==> src/rtl/ddr_avl_arbiter_if.sv <==
// Requester-side and Avalon-side signal bundle for the two-port DDR arbiter.
// The master modport is the arbiter's own view; slave is the surrounding system.
interface ddr_avl_arbiter_if #(
   parameter int ADDR_W = 26,
   parameter int DATA_W = 128
) ();
   logic [1:0]             req_read;
   logic [1:0]             req_write;
   logic [1:0][ADDR_W-1:0] req_address;
   logic [1:0][DATA_W-1:0] req_writedata;
   logic [1:0]             req_wait_request_n;
   logic [1:0]             req_readdatavalid;
   logic [DATA_W-1:0]      req_readdata;

   logic [ADDR_W-1:0]      avl_address;
   logic                   avl_read;
   logic                   avl_write;
   logic                   avl_burstbegin;
   logic [DATA_W-1:0]      avl_writedata;
   logic                   avl_wait_request_n;
   logic                   avl_readdatavalid;
   logic [DATA_W-1:0]      avl_readdata;

   logic [1:0]             grant;
   logic                   err;

   modport master (
      input  req_read, req_write, req_address, req_writedata,
      input  avl_wait_request_n, avl_readdatavalid, avl_readdata,
      output req_wait_request_n, req_readdatavalid, req_readdata,
      output avl_address, avl_read, avl_write, avl_burstbegin, avl_writedata,
      output grant, err
   );

   modport slave (
      output req_read, req_write, req_address, req_writedata,
      output avl_wait_request_n, avl_readdatavalid, avl_readdata,
      input  req_wait_request_n, req_readdatavalid, req_readdata,
      input  avl_address, avl_read, avl_write, avl_burstbegin, avl_writedata,
      input  grant, err
   );
endinterface

==> src/rtl/ddr_avl_arbiter.sv <==
// Two-requester arbiter onto one Avalon-MM DDR port, one outstanding command at a time.
// Define DDR_ARB_FIXED_PRIO_EN for fixed priority (requester 0 wins); default is round-robin.
//
// state     | meaning
// IDLE      | no owner; arbitrate among pending requesters
// ISSUE     | command on avl_*, held until avl_wait_request_n
// WAIT_DATA | read accepted; waiting for avl_readdatavalid
module ddr_avl_arbiter #(
   parameter int ADDR_W = 26,
   parameter int DATA_W = 128
) (
   input  logic              iCLK,
   input  logic              reset,
   ddr_avl_arbiter_if.master bus
);

   typedef enum logic [1:0] {IDLE, ISSUE, WAIT_DATA} state_t;

   state_t            state;
   logic [1:0]        grant_q;
   logic              err_q;
   logic              rd_q;
   logic              wr_q;
   logic [ADDR_W-1:0] addr_q;
   logic [DATA_W-1:0] wdata_q;
   logic [1:0]        pending;
   logic              win;
`ifndef DDR_ARB_FIXED_PRIO_EN
   logic              last;
`endif

   always_comb begin
      pending = bus.req_read | bus.req_write;
`ifdef DDR_ARB_FIXED_PRIO_EN
      win = ~pending[0];
`else
      win = (&pending) ? ~last : pending[1];
`endif
   end

   always_ff @(posedge iCLK or posedge reset) begin
      if (reset) begin
         state   <= IDLE;
         grant_q <= 2'b00;
         err_q   <= 1'b0;
         rd_q    <= 1'b0;
         wr_q    <= 1'b0;
         addr_q  <= '0;
         wdata_q <= '0;
`ifndef DDR_ARB_FIXED_PRIO_EN
         last    <= 1'b1;
`endif
      end else begin
         // data returning outside WAIT_DATA belongs to nobody (e.g. a read orphaned by reset)
         if (bus.avl_readdatavalid && (state != WAIT_DATA))
            err_q <= 1'b1;
         case (state)
            IDLE: begin
               if (|pending) begin
                  grant_q <= win ? 2'b10 : 2'b01;
                  addr_q  <= bus.req_address[win];
                  wdata_q <= bus.req_writedata[win];
                  wr_q    <= bus.req_write[win];
                  rd_q    <= ~bus.req_write[win];
`ifndef DDR_ARB_FIXED_PRIO_EN
                  last    <= win;
`endif
                  state   <= ISSUE;
               end
            end
            ISSUE: begin
               if (bus.avl_wait_request_n) begin
                  rd_q <= 1'b0;
                  wr_q <= 1'b0;
                  if (wr_q) begin
                     grant_q <= 2'b00;
                     state   <= IDLE;
                  end else begin
                     state   <= WAIT_DATA;
                  end
               end
            end
            WAIT_DATA: begin
               if (bus.avl_readdatavalid) begin
                  grant_q <= 2'b00;
                  state   <= IDLE;
               end
            end
            default: state <= IDLE;
         endcase
      end
   end

   assign bus.avl_address        = addr_q;
   assign bus.avl_writedata      = wdata_q;
   assign bus.avl_read           = rd_q;
   assign bus.avl_write          = wr_q;
   assign bus.avl_burstbegin     = rd_q | wr_q;
   assign bus.grant              = grant_q;
   assign bus.err                = err_q;
   assign bus.req_readdata       = bus.avl_readdata;
   assign bus.req_wait_request_n = (state == ISSUE) ? (grant_q & {2{bus.avl_wait_request_n}}) : 2'b00;
   assign bus.req_readdatavalid  = (state == WAIT_DATA) ? (grant_q & {2{bus.avl_readdatavalid}}) : 2'b00;

endmodule

==> src/flat_wrapper.sv <==
// flat-port wrapper written by rule: the top's interface ports become plain ports
module ddr_avl_arbiter_flat 
#(
   parameter int ADDR_W = 26,
   parameter int DATA_W = 128
)
  (iCLK, reset, bus_req_read, bus_req_write, bus_req_address, bus_req_writedata, bus_avl_wait_request_n, bus_avl_readdatavalid, bus_avl_readdata, bus_req_wait_request_n, bus_req_readdatavalid, bus_req_readdata, bus_avl_address, bus_avl_read, bus_avl_write, bus_avl_burstbegin, bus_avl_writedata, bus_grant, bus_err);
  ddr_avl_arbiter_if #(.ADDR_W(ADDR_W), .DATA_W(DATA_W)) bus_i ();
  input  logic iCLK;
  input  logic reset;
  input wire logic [$bits(bus_i.req_read)-1:0] bus_req_read;
  input wire logic [$bits(bus_i.req_write)-1:0] bus_req_write;
  input wire logic [$bits(bus_i.req_address)-1:0] bus_req_address;
  input wire logic [$bits(bus_i.req_writedata)-1:0] bus_req_writedata;
  input wire logic [$bits(bus_i.avl_wait_request_n)-1:0] bus_avl_wait_request_n;
  input wire logic [$bits(bus_i.avl_readdatavalid)-1:0] bus_avl_readdatavalid;
  input wire logic [$bits(bus_i.avl_readdata)-1:0] bus_avl_readdata;
  output wire logic [$bits(bus_i.req_wait_request_n)-1:0] bus_req_wait_request_n;
  output wire logic [$bits(bus_i.req_readdatavalid)-1:0] bus_req_readdatavalid;
  output wire logic [$bits(bus_i.req_readdata)-1:0] bus_req_readdata;
  output wire logic [$bits(bus_i.avl_address)-1:0] bus_avl_address;
  output wire logic [$bits(bus_i.avl_read)-1:0] bus_avl_read;
  output wire logic [$bits(bus_i.avl_write)-1:0] bus_avl_write;
  output wire logic [$bits(bus_i.avl_burstbegin)-1:0] bus_avl_burstbegin;
  output wire logic [$bits(bus_i.avl_writedata)-1:0] bus_avl_writedata;
  output wire logic [$bits(bus_i.grant)-1:0] bus_grant;
  output wire logic [$bits(bus_i.err)-1:0] bus_err;
  assign bus_i.req_read = bus_req_read;
  assign bus_i.req_write = bus_req_write;
  assign bus_i.req_address = bus_req_address;
  assign bus_i.req_writedata = bus_req_writedata;
  assign bus_i.avl_wait_request_n = bus_avl_wait_request_n;
  assign bus_i.avl_readdatavalid = bus_avl_readdatavalid;
  assign bus_i.avl_readdata = bus_avl_readdata;
  assign bus_req_wait_request_n = bus_i.req_wait_request_n;
  assign bus_req_readdatavalid = bus_i.req_readdatavalid;
  assign bus_req_readdata = bus_i.req_readdata;
  assign bus_avl_address = bus_i.avl_address;
  assign bus_avl_read = bus_i.avl_read;
  assign bus_avl_write = bus_i.avl_write;
  assign bus_avl_burstbegin = bus_i.avl_burstbegin;
  assign bus_avl_writedata = bus_i.avl_writedata;
  assign bus_grant = bus_i.grant;
  assign bus_err = bus_i.err;
  ddr_avl_arbiter #(.ADDR_W(ADDR_W), .DATA_W(DATA_W)) u_core (.iCLK(iCLK), .reset(reset), .bus(bus_i));
endmodule
==> config.mk <==
export PLATFORM = sky130hd
export DESIGN_NAME = ddr_avl_arbiter_flat
export DESIGN_NICKNAME = d
export VERILOG_FILES = /design/src/rtl/ddr_avl_arbiter_if.sv /design/src/rtl/ddr_avl_arbiter.sv /design/src/flat_wrapper.sv
export SDC_FILE = /design/constraint.sdc
export NUM_CORES = 1
export LEC_CHECK = 0
export CAP_MARGIN = 20
export CELL_PAD_IN_SITES_DETAIL_PLACEMENT = 0
export CELL_PAD_IN_SITES_GLOBAL_PLACEMENT = 1
export CORE_AREA = 2 2 286 288
export CTS_BUF_LIST = sky130_fd_sc_hd__clkbuf_8
export CTS_CLUSTER_DIAMETER = 80
export DETAILED_ROUTE_END_ITERATION = 7
export DIE_AREA = 0 0 288 290
export GPL_TIMING_DRIVEN = 0
export PLACE_DENSITY_LB_ADDON = 0.1
export SLEW_MARGIN = 0
export SYNTH_ARGS = -nofsm -noshare
export SYNTH_HDL_FRONTEND = slang
export SYNTH_SLANG_ARGS = --single-unit
export TNS_END_PERCENT = 30
==> constraint.sdc <==
create_clock -name iCLK -period 8.79 [get_ports iCLK]
set_input_delay 1.758 -clock iCLK [delete_from_list [all_inputs] [get_ports iCLK]]
set_output_delay 1.758 -clock iCLK [all_outputs]
set_load 0.01 [all_outputs]
==> impl_metrics.csv, run 1 <==
group,metric,value,unit
status,outcome,"finished clean",
clock_network,cts_tree,"built",
routing,route.vias.total,9378,
power,irDropWorstVdd,100,uV
routing,post-route-drc-count,0,
layout,post-route-util,0.204,
clock_network,cts_htree_levels,4,
sta,rsz0062_at_grt,"no",
sta,setup_ws,4060,ps
sta,hold_viol_final,0,
floorplan,dieHeight,290,um
clock_network,clk_lat_worst_skew,560,ps
worst_setup_path,crit_path_cell_trace,"clkdlybuf4s50_1 > and3_1 > clkdlybuf4s50_1",
synthesis,synth.largest_area_cell,"sky130_fd_sc_hd__dfrtp_1",
min_path,hold_path.class,"reg -> reg",
global_routing,grt.total_usage,0.125,
synthesis,yosys.area.top_type_share,0.475,
clock_network,clock_pin_slew_reported_for_the_worst_setup_and_hold_paths_after_clock_tree_synthesis,110,ps
synthesis,async_flop_share,1.00,
clock_network,clock_tree.buffer_depth,2,
sta,final.period_utilization,0.538,
floorplan,die_x,288,um
layout,drive_gt1_frac,0.133,
worst_setup_path,worst_path_max_delay_cell,"sky130_fd_sc_hd__clkdlybuf4s50_1",
synthesis,synth.area.top_cells,"sky130_fd_sc_hd__dfrtp_1, sky130_fd_sc_hd__nand2_1, sky130_fd_sc_hd__buf_4",
clock_network,tritoncts_num_sinks,162,
clock_network,postCtsSetupBuffers,0,
sta,clock.fmax,212,MHz
floorplan,core-area,0.0802,sq mm
worst_setup_path,class_of_the_most_critical_setup_path,"in -> out",
worst_setup_path,timing.critical_path.from_type,"input pin",
floorplan,row_count,104,
routing,drtAntennaViolNets,0,
place,dp_worst_setup_slack,4050,ps
routing,detailedRoute.firstPassIterationCount,4,
floorplan,initial_core_util,0.106,
global_routing,grt_start_max_net_pins,87,
global_routing,grt_pass1_vias,10100,
sta,maxSlewViolCount,0,
layout,seq_area,0.00406,sq mm
sta,period_needed,4730,ps
layout,fillerInstances,9004,
routing,routed_wl,53100,um
synthesis,synthMostInstantiatedCell,"sky130_fd_sc_hd__nand2_1",
sta,fin_worst_skew,18.8,ps
worst_setup_path,timing.critical_path.fanout_max,3,
worst_setup_path,cp_slowest_stage_delay,550,ps
synthesis,post_synth.cell_area_avg,8.31,sq um
layout,multi_input_combinational_cell_area,0.00300,sq mm
synthesis,synth_top_cells_by_count,"sky130_fd_sc_hd__nand2_1, sky130_fd_sc_hd__dfrtp_1, sky130_fd_sc_hd__nor2_1, sky130_fd_sc_hd__a31oi_1, sky130_fd_sc_hd__buf_4",
synthesis,synth_edf_count,0,
worst_setup_path,path_common_cell,"sky130_fd_sc_hd__clkdlybuf4s50_1",
floorplan,die-area,0.0835,sq mm
layout,num-nets-final,2096,
sta,max_slew_margin,0.420,
layout,syn2layout_area_growth,92.3,%
clock_network,cts_root_buf,"sky130_fd_sc_hd__clkbuf_8",
place,gp_congestion,0.749,
routing,avgRoutedWirePerCell,19.5,um
worst_setup_path,worst-endpoint-arrival,2970,ps
global_routing,grt_first_pass_wirelength,74800,um
job,drv_cap,0,
routing,drt_first_iter_violations,264,
power,total_power,4.73,mW
floorplan,pin_count,736,
synthesis,ys_dominant_reg_cell,"sky130_fd_sc_hd__dfrtp_1",
worst_setup_path,cp.required,7030,ps
clock_network,cts_inserted_buffers,17,
routing,vias_per_cell,3.44,
power,p_leak,6.63,nW
worst_setup_path,end_kind,"output port",
global_routing,overflow_left_after_global_routing,0,
synthesis,syn_area,0.00849,sq mm
synthesis,syn-instance-count,1021,
synthesis,syn_nets,1469,
power,cellPowerDensity,290,mW/mm^2
synthesis,synth.yosys.seq_area_share,0.478,
place,dp.final_hpwl,42100,um
sta,fin_worst_hold_slack,505,ps
synthesis,synth.distinct_cells,31,
place,place.port_buffers,607,
clock_network,post_cts.resized_instances,0,
sta,setup_viol,0,
synthesis,synthesis.yosys.warnings,0,
synthesis,ys_ff_latch,162,
clock_network,cts.hold.buffers_added,0,
sta,worst-slew-pin-transition,870,ps
global_routing,antenna_found_initial,5,
## kinds of logic (layout without fill, tap and decap cells)
group           count (synthesis)  count (layout)  synth area share
simple gates                  481             481             0.218
buf+inv                       202             842             0.168
compound gates                169             169             0.126
flops                         162             162             0.478
fa+ha+maj                       4               4           0.00590
mux                             3               3           0.00398
other cells                     0               2                 0
## metrics by stage
step | TNS (ps) | std cells | area (sq um)
after floorplan | 0 | 1021 | 8490
after global placement | -257270 | 2688 | 15900
after detailed placement | 0 | 2689 | 15900
after CTS | 0 | 2721 | 16300
after global routing | 0 | 2722 | 16300
final | 0 | 2723 | 16300
## layout by cell type (no fill, tap or decap), drive strengths merged, types with 2 or more instances in the layout
cell type,synthesis,routed
dfrtp,161,161
and3,5,5
clkdlybuf4s50,0,607
inv,5,9
nand2,310,310
a31oi,154,154
clkinvlp,0,4
bufinv,0,2
ha,4,4
o21ai,4,4
clkinv,0,5
mux2,3,3
nor2,159,159
o21a,2,2
nor2b,3,3
clkbuf,14,31
diode,0,2
buf,183,184
## layout make-up
type                            instances  area share
Buffer                                197      0.0864
Multi-Input combinational cell        657       0.184
Timing Repair Buffer                  608       0.374
Tap cell                             1060      0.0813
Antenna cell                            2    0.000307
Sequential cell                       162       0.248
Inverter                                5     0.00161
Clock buffer                           17      0.0143
Clock inverter                         15     0.00974
## final timing paths
kind                                        from                            to  slack [ps]  cells past startpoint
max                        bus_avl_readdatavalid      bus_req_readdatavalid[0]        4060                      3
min                               u_core.bus.err                u_core.bus.err         510                      1
max reg2reg                          u_core.last     u_core.bus.avl_address[9]        6500                      6
min reg2reg                       u_core.bus.err                u_core.bus.err         510                      1
max in group asynchronous                  reset  u_core.bus.avl_writedata[13]        6110                      3
min in group asynchronous                  reset  u_core.bus.avl_writedata[90]        1670                      2
## registers in the layout, indices dropped and copies added (netlist names)
name                      cells
u_core.bus.avl_read           1
u_core.last                   1
u_core.bus.grant              2
u_core.state                  2
u_core.bus.avl_write          1
u_core.bus.avl_writedata    128
u_core.bus.err                1
u_core.bus.avl_address       26
## report_power, final
group | switching, mW | leakage, nW | internal (mW)
Clock | 0.373 | 0.192 | 0.254
Combinational | 1.43 | 4.62 | 1.32
Sequential | 0.218 | 1.82 | 1.13
## critical path, delay by kind of cell
kind	cells	cell delay, ps
and+or+nand+nor	1	160
buffers and inverters	2	1050
## per-layer routing
layer | global-route usage | part of all wire | vias to the layer above
met5 | 0 | 0.00085 | -
li1 | - | - | 4487
met3 | 0.0491 | 0.086 | 30
met4 | 0.0308 | 0.013 | 8
met2 | 0.232 | 0.53 | 395
met1 | 0.129 | 0.37 | 4458
No activity file was read; power rests on OpenSTA's default activity.
==> inputs of run 2 (changes only) <==
--- a/config.mk
+++ b/config.mk
@@ -8,11 +8,11 @@
 export CAP_MARGIN = 20
 export CELL_PAD_IN_SITES_DETAIL_PLACEMENT = 0
 export CELL_PAD_IN_SITES_GLOBAL_PLACEMENT = 1
-export CORE_AREA = 2 2 286 288
+export CORE_AREA = 2 2 288 290
 export CTS_BUF_LIST = sky130_fd_sc_hd__clkbuf_8
 export CTS_CLUSTER_DIAMETER = 80
 export DETAILED_ROUTE_END_ITERATION = 7
-export DIE_AREA = 0 0 288 290
+export DIE_AREA = 0 0 290 292
 export GPL_TIMING_DRIVEN = 0
 export PLACE_DENSITY_LB_ADDON = 0.1
 export SLEW_MARGIN = 0
==> constraint.sdc (replaced) <==
create_clock -name iCLK -period 3.9 [get_ports iCLK]
set_input_delay 0.78 -clock iCLK [delete_from_list [all_inputs] [get_ports iCLK]]
set_output_delay 0.78 -clock iCLK [all_outputs]
set_load 0.01 [all_outputs]
==> run 2 against run 1 <==
  * Combinational power is 130% higher
  * Clock skew is 1.9 ps higher
  * Sequential power is 120% higher
  * Clock power is 100% higher
  * First-iteration DRC count is 27% higher
  * Sequential share of layout area is 0.065 points lower
  * Count of clock-buffer cells in the layout is 1 higher
==> impl_metrics.csv, run 2 (same netlist as run 1, synthesis figures left out) <==
group,metric,value,unit
sta,maxSlewViolCount,0,
clock_network,cts_inserted_buffers,17,
layout,final_common_cell,"sky130_fd_sc_hd__clkdlybuf4s50_1",
global_routing,grt_util_met2,0.228,
layout,drive_gt1_frac,0.135,
global_routing,grt_start_max_net_pins,34,
clock_network,clk_lat_worst_skew,550,ps
routing,routed_wl,52400,um
worst_setup_path,cp.required,3120,ps
clock_network,cts_root_buf,"sky130_fd_sc_hd__clkbuf_8",
clock_network,cts_tree,"built",
job,drv_cap,0,
floorplan,dieHeight,292,um
worst_setup_path,cell_class_contributing_the_biggest_share_of_worst_path_delay,"buffers and inverters",
routing,post-route-drc-count,0,
global_routing,grt_first_pass_wirelength,74100,um
sta,period_needed,2820,ps
worst_setup_path,timing.critical_path.from_type,"register",
routing,vias_per_cell,3.44,
floorplan,core-area,0.0816,sq mm
clock_network,postCtsSetupBuffers,0,
global_routing,grt-busiest-layer,"met2",
worst_setup_path,timing.critical_path.fanout_max,6,
place,place.port_buffers,607,
worst_setup_path,cp_num_buf_inv,2,
global_routing,overflow_left_after_global_routing,0,
status,outcome,"finished clean",
global_routing,antenna_found_initial,10,
place,placed_cells_incl_taps,2703,
floorplan,die-area,0.0847,sq mm
routing,route.vias.total,9428,
routing,avgRoutedWirePerCell,19.2,um
worst_setup_path,class_of_the_most_critical_setup_path,"reg -> out",
global_routing,grt_pass1_vias,10200,
worst_setup_path,worst_path_max_delay_cell,"sky130_fd_sc_hd__clkdlybuf4s50_1",
clock_network,cts_htree_levels,4,
worst_setup_path,cp_slowest_stage_delay,550,ps
global_routing,grt.total_usage,0.122,
sta,clock.fmax,355,MHz
layout,num-nets-final,2100,
place,dp.final_hpwl,41800,um
clock_network,cts.hold.buffers_added,0,
power,irDropWorstVdd,215,uV
min_path,hold_path.class,"reg -> reg",
place,dpl_cell_area,0.0160,sq mm
power,cellPowerDensity,644,mW/mm^2
worst_setup_path,worst-endpoint-arrival,2040,ps
place,gp_congestion,0.719,
worst_setup_path,crit_path_cell_trace,"inv_1 > ha_1 > and3_1 > clkdlybuf4s50_1",
clock_network,post_cts.resized_instances,0,
power,p_leak,6.64,nW
floorplan,pin_count,736,
sta,final.period_utilization,0.722,
global_routing,gr_met3_demand_resource,0.0524,
layout,multi_input_combinational_cell_area,0.00300,sq mm
sta,worst-slew-pin-transition,926,ps
clock_network,clock_pin_slew_reported_for_the_worst_setup_and_hold_paths_after_clock_tree_synthesis,110,ps
layout,seq_area,0.00406,sq mm
sta,max_slew_margin,0.383,
routing,detailedRoute.firstPassIterationCount,4,
sta,fin_worst_skew,20.6,ps
layout,syn2layout_area_growth,92.8,%
floorplan,initial_core_util,0.104,
routing,drtAntennaViolNets,0,
clock_network,tritoncts_num_sinks,162,
floorplan,die_x,290,um
global_routing,grt_util_met1,0.125,
worst_setup_path,end_kind,"output port",
layout,instances_no_fill,2738,
routing,drt_first_iter_violations,335,
layout,fillerInstances,9162,
clock_network,clock_tree.buffer_depth,2,
sta,setup_viol,0,
floorplan,row_count,105,
sta,rsz0062_at_grt,"no",
layout,largest_register_ff_count,128,
sta,hold_viol_final,0,
layout,post_route_standard_cell_area_excluding_fillers,0.0164,sq mm
layout,layout_common_cells,"sky130_fd_sc_hd__clkdlybuf4s50_1, sky130_fd_sc_hd__nand2_1, sky130_fd_sc_hd__dfrtp_1",
==> run 2: cell types whose count changed in the layout (fill, tap and decap cells not counted), sizes merged <==
cell / previous run / this run
clkbuf: 31 / 32
diode: 2 / 3
inv: 9 / 11
clkinvlp: 4 / 5
bufinv: 2 / 0
clkinv: 5 / 3
buf: 184 / 188
==> run 2: power by group <==
part	total (mW)	internal (mW)	switching (mW)
Clock	1.28	0.464	0.819
Combinational	6.22	2.98	3.24
Sequential	3.03	2.55	0.483
==> run 2: path summary, 6_finish.rpt <==
| kind | start | depth (start not counted) | end | slack (ps) |
|---|---|---|---|---|
| worst max-delay path | u_core.state[1] | 4 | bus_req_wait_request_n[1] | 1080 |
| worst min-delay path | u_core.bus.err | 1 | u_core.bus.err | 500 |
| worst max register to register | u_core.last | 6 | u_core.bus.avl_address[14] | 1570 |
| worst min register to register | u_core.bus.err | 1 | u_core.bus.err | 500 |
| max in group asynchronous | reset | 5 | u_core.last | 2170 |
| min in group asynchronous | reset | 2 | u_core.bus.avl_writedata[81] | 580 |
==> run 2: per-layer routing <==
metal	wire, um	vias up	share of wire
met4	465	10	0.0089
met2	28100	393	0.54
met5	58	-	0.0011
li1	-	4502	-
met3	4610	36	0.088
met1	19200	4487	0.37
==> run 2: stage by stage <==
step / setup slack (ps) / utilization / setup TNS, ps / total power, mW / hold slack, ps
after CTS: 981 / 0.200 / 0 / 11.0 / 500
final: 1080 / 0.201 / 0 / 10.5 / 497
after global routing: 906 / 0.201 / 0 / 11.5 / 527
after floorplan: 1060 / - / 0 / 5.87 / 468
after detailed placement: 487 / 0.196 / 0 / 9.58 / 464
after global placement: -1340 / 0.195 / -209950 / 9.58 / 464
==> run 2: cell type report <==
class	instances	area share
flip-flops and latches	162	0.248
inverters	5	0.00138
well taps	1070	0.0818
diodes	3	0.000459
clock inverters	14	0.00635
multi-input cells	657	0.183
plain buffers	197	0.0862
clock buffers	18	0.0151
repair buffers	612	0.377
==> run 2: worst reg2reg max path, cell delays in order (launching register included) <==
cell                       delay, ps
sky130_fd_sc_hd__dfstp_2         550
sky130_fd_sc_hd__o21ai_0         100
sky130_fd_sc_hd__o21ai_0         120
sky130_fd_sc_hd__buf_2           390
sky130_fd_sc_hd__clkbuf_1        710
sky130_fd_sc_hd__nand2_1         190
sky130_fd_sc_hd__a31oi_1         190
==> inputs of run 3 (changes only) <==
==> constraint.sdc (replaced) <==
create_clock -name iCLK -period 2.32 [get_ports iCLK]
set_input_delay 0.464 -clock iCLK [delete_from_list [all_inputs] [get_ports iCLK]]
set_output_delay 0.464 -clock iCLK [all_outputs]
set_load 0.01 [all_outputs]
==> run 3 against run 2 <==
  * Hold slack worse by 230 ps
  * Die area unchanged
  * Count of clock-buffer cells in the layout unchanged
  * Total power up 69%
  * Sequential share of layout area about the same
  * Sequential power up 69%
  * Non-clock buffer count up 1
  * Critical path depth unchanged
  * Combinational power up 69%
  * Worst setup slack worse by 940 ps
  * Sequential cell count unchanged
==> impl_metrics.csv, run 3 (same netlist as run 1, synthesis figures left out) <==
group,metric,value,unit
clock_network,clock_tree.buffer_depth,2,
global_routing,overflow_left_after_global_routing,0,
place,dp.final_hpwl,41800,um
layout,largest_register_ff_count,128,
floorplan,die_x,290,um
global_routing,grt.total_usage,0.122,
sta,maxSlewViolCount,0,
power,pwr-share-clk,0.122,
worst_setup_path,r2r_cells,6,
layout,layout_common_cells,"sky130_fd_sc_hd__clkdlybuf4s50_1, sky130_fd_sc_hd__nand2_1, sky130_fd_sc_hd__nor2_1, sky130_fd_sc_hd__dfrtp_1, sky130_fd_sc_hd__a31oi_1",
sta,hold_viol_final,0,
clock_network,cts_root_buf,"sky130_fd_sc_hd__clkbuf_8",
clock_network,clock_pin_slew_reported_for_the_worst_setup_and_hold_paths_after_clock_tree_synthesis,120,ps
power,irDropWorstVdd,360,uV
worst_setup_path,class_of_the_most_critical_setup_path,"reg -> out",
clock_network,cts_inserted_buffers,17,
layout,num-nets-final,2101,
sta,fin_worst_skew,22.9,ps
global_routing,grt_first_pass_wirelength,74200,um
place,place.port_buffers,607,
worst_setup_path,end_kind,"output port",
power,switching_share,0.431,
layout,syn2layout_area_growth,93.2,%
routing,vias_per_cell,3.44,
routing,post-route-drc-count,0,
power,pwr-share-comb,0.591,
floorplan,initial_core_util,0.104,
worst_setup_path,timing.critical_path.fanout_max,4,
power,netSwitchingPower,7.65,mW
worst_setup_path,worst-endpoint-arrival,1710,ps
sta,max_slew_margin,0.412,
power,power.internal,10.1,mW
global_routing,grt_pass1_vias,10200,
worst_setup_path,timing.critical_path.from_type,"register",
power,p_leak,6.67,nW
status,outcome,"finished clean",
sta,clock.fmax,459,MHz
floorplan,row_count,105,
job,drv_cap,0,
clock_network,cts_htree_levels,4,
layout,drive_gt1_frac,0.142,
routing,route.vias.total,9421,
routing,avgRoutedWirePerCell,19.2,um
worst_setup_path,cp.required,1860,ps
global_routing,antenna_found_initial,10,
power,total_power,17.8,mW
floorplan,pin_count,736,
floorplan,core-area,0.0816,sq mm
floorplan,dieHeight,292,um
routing,routed_wl,52500,um
clock_network,clk_lat_worst_skew,550,ps
layout,post-route-util,0.201,
routing,drt_first_iter_violations,345,
clock_network,cts_tree,"built",
min_path,hold_path.class,"in -> async",
global_routing,grt_start_max_net_pins,34,
routing,detailedRoute.firstPassIterationCount,4,
floorplan,die-area,0.0847,sq mm
worst_setup_path,r2r_setup_slack,200,ps
worst_setup_path,timing.rr.start,"u_core.last",
routing,drtAntennaViolNets,0,
sta,setup_viol,0,
power,seqPwrFrac,0.288,
sta,period_needed,2180,ps
clock_network,tritoncts_num_sinks,162,
worst_setup_path,crit-reg2reg-capture,"u_core.bus.avl_writedata[104]",
power,cellPowerDensity,1080,mW/mm^2
sta,rsz0062_at_grt,"yes",
sta,final.period_utilization,0.939,
place,gp_congestion,0.719,
sta,worst-slew-pin-transition,882,ps
layout,final_common_cell,"sky130_fd_sc_hd__clkdlybuf4s50_1",
layout,fillerInstances,9160,
run 3: cell count changes in the layout (fill, tap and decap cells not counted), sizes merged:
cell,change
clkbuf,+1
clkdlybuf4s50,-5
dlygate4sd2,+5
run 3: layer usage:
layer  part of all wire  global-route usage  vias to the layer above
met5             0.0011                   0                        -
met4             0.0089              0.0250                       10
met1               0.37               0.125                     4483
li1                   -                   -                     4503
met3              0.087              0.0524                       36
met2               0.54               0.228                      389
run 3: power by group through the flow:
stage	clock, mW	combinational (mW)	sequential, mW
6_report	2.16	10.5	5.11
3_3_place_gp	0	10.9	5.16
5_1_grt	2.43	11.6	5.33
4_1_cts	2.35	10.9	5.15
3_5_place_dp	0	10.9	5.20
2_1_floorplan	0	4.15	5.73
run 3: per-stage QoR:
step           instance area [sq um]  setup WS (ps)  setup TNS (ps)  hold WS, ps  instances
3_5_place_dp                   16000           -777          -48090          464       2703
6_report                       16400            142               0          266       2739
5_1_grt                        16400          -5.29           -6.86          228       2737
2_1_floorplan                   8490           -200          -32200          468       1021
3_3_place_gp                   15900          -2600         -461170          464       2698
4_1_cts                        16400           19.6               0          204       2736
run 3: worst max path at each step:
stage / startpoint / end / depth (start not counted)
after CTS: u_core.state[1] / bus_req_wait_request_n[0] / 4
after global placement: reset / u_core.bus.avl_writedata[7] / 2
after detailed placement: bus_req_write[0] / u_core.bus.avl_address[14] / 7
final: u_core.state[0] / bus_req_readdatavalid[0] / 4
after floorplan: reset / u_core.bus.avl_address[0] / 1
after global routing: u_core.last / u_core.bus.avl_writedata[112] / 6
run 3: worst max-delay path, stage by stage, from the launching register on:
cell                            delay (ps)
sky130_fd_sc_hd__dfrtp_2               460
sky130_fd_sc_hd__inv_2                  70
sky130_fd_sc_hd__ha_2                  200
sky130_fd_sc_hd__and3_1                170
sky130_fd_sc_hd__dlygate4sd2_1         260
run 3: repair_timing:
item                                    in CTS  in global routing
endpoints found under the setup margin      16                 18
resized for setup                           10                  8
hold buffers                                 0                  0
setup buffers                                1                  0
run 3: cell type report:
class | instances | area (sq um) | share of cell area
Inverter | 5 | 22.5 | 0.00137
Tap cell | 1070 | 1340 | 0.0817
Antenna cell | 3 | 7.51 | 0.000458
Timing Repair Buffer | 613 | 6180 | 0.377
Sequential cell | 162 | 4060 | 0.248
Buffer | 197 | 1420 | 0.0864
Clock inverter | 14 | 104 | 0.00634
Multi-Input combinational cell | 657 | 3020 | 0.184
Clock buffer | 18 | 248 | 0.0151
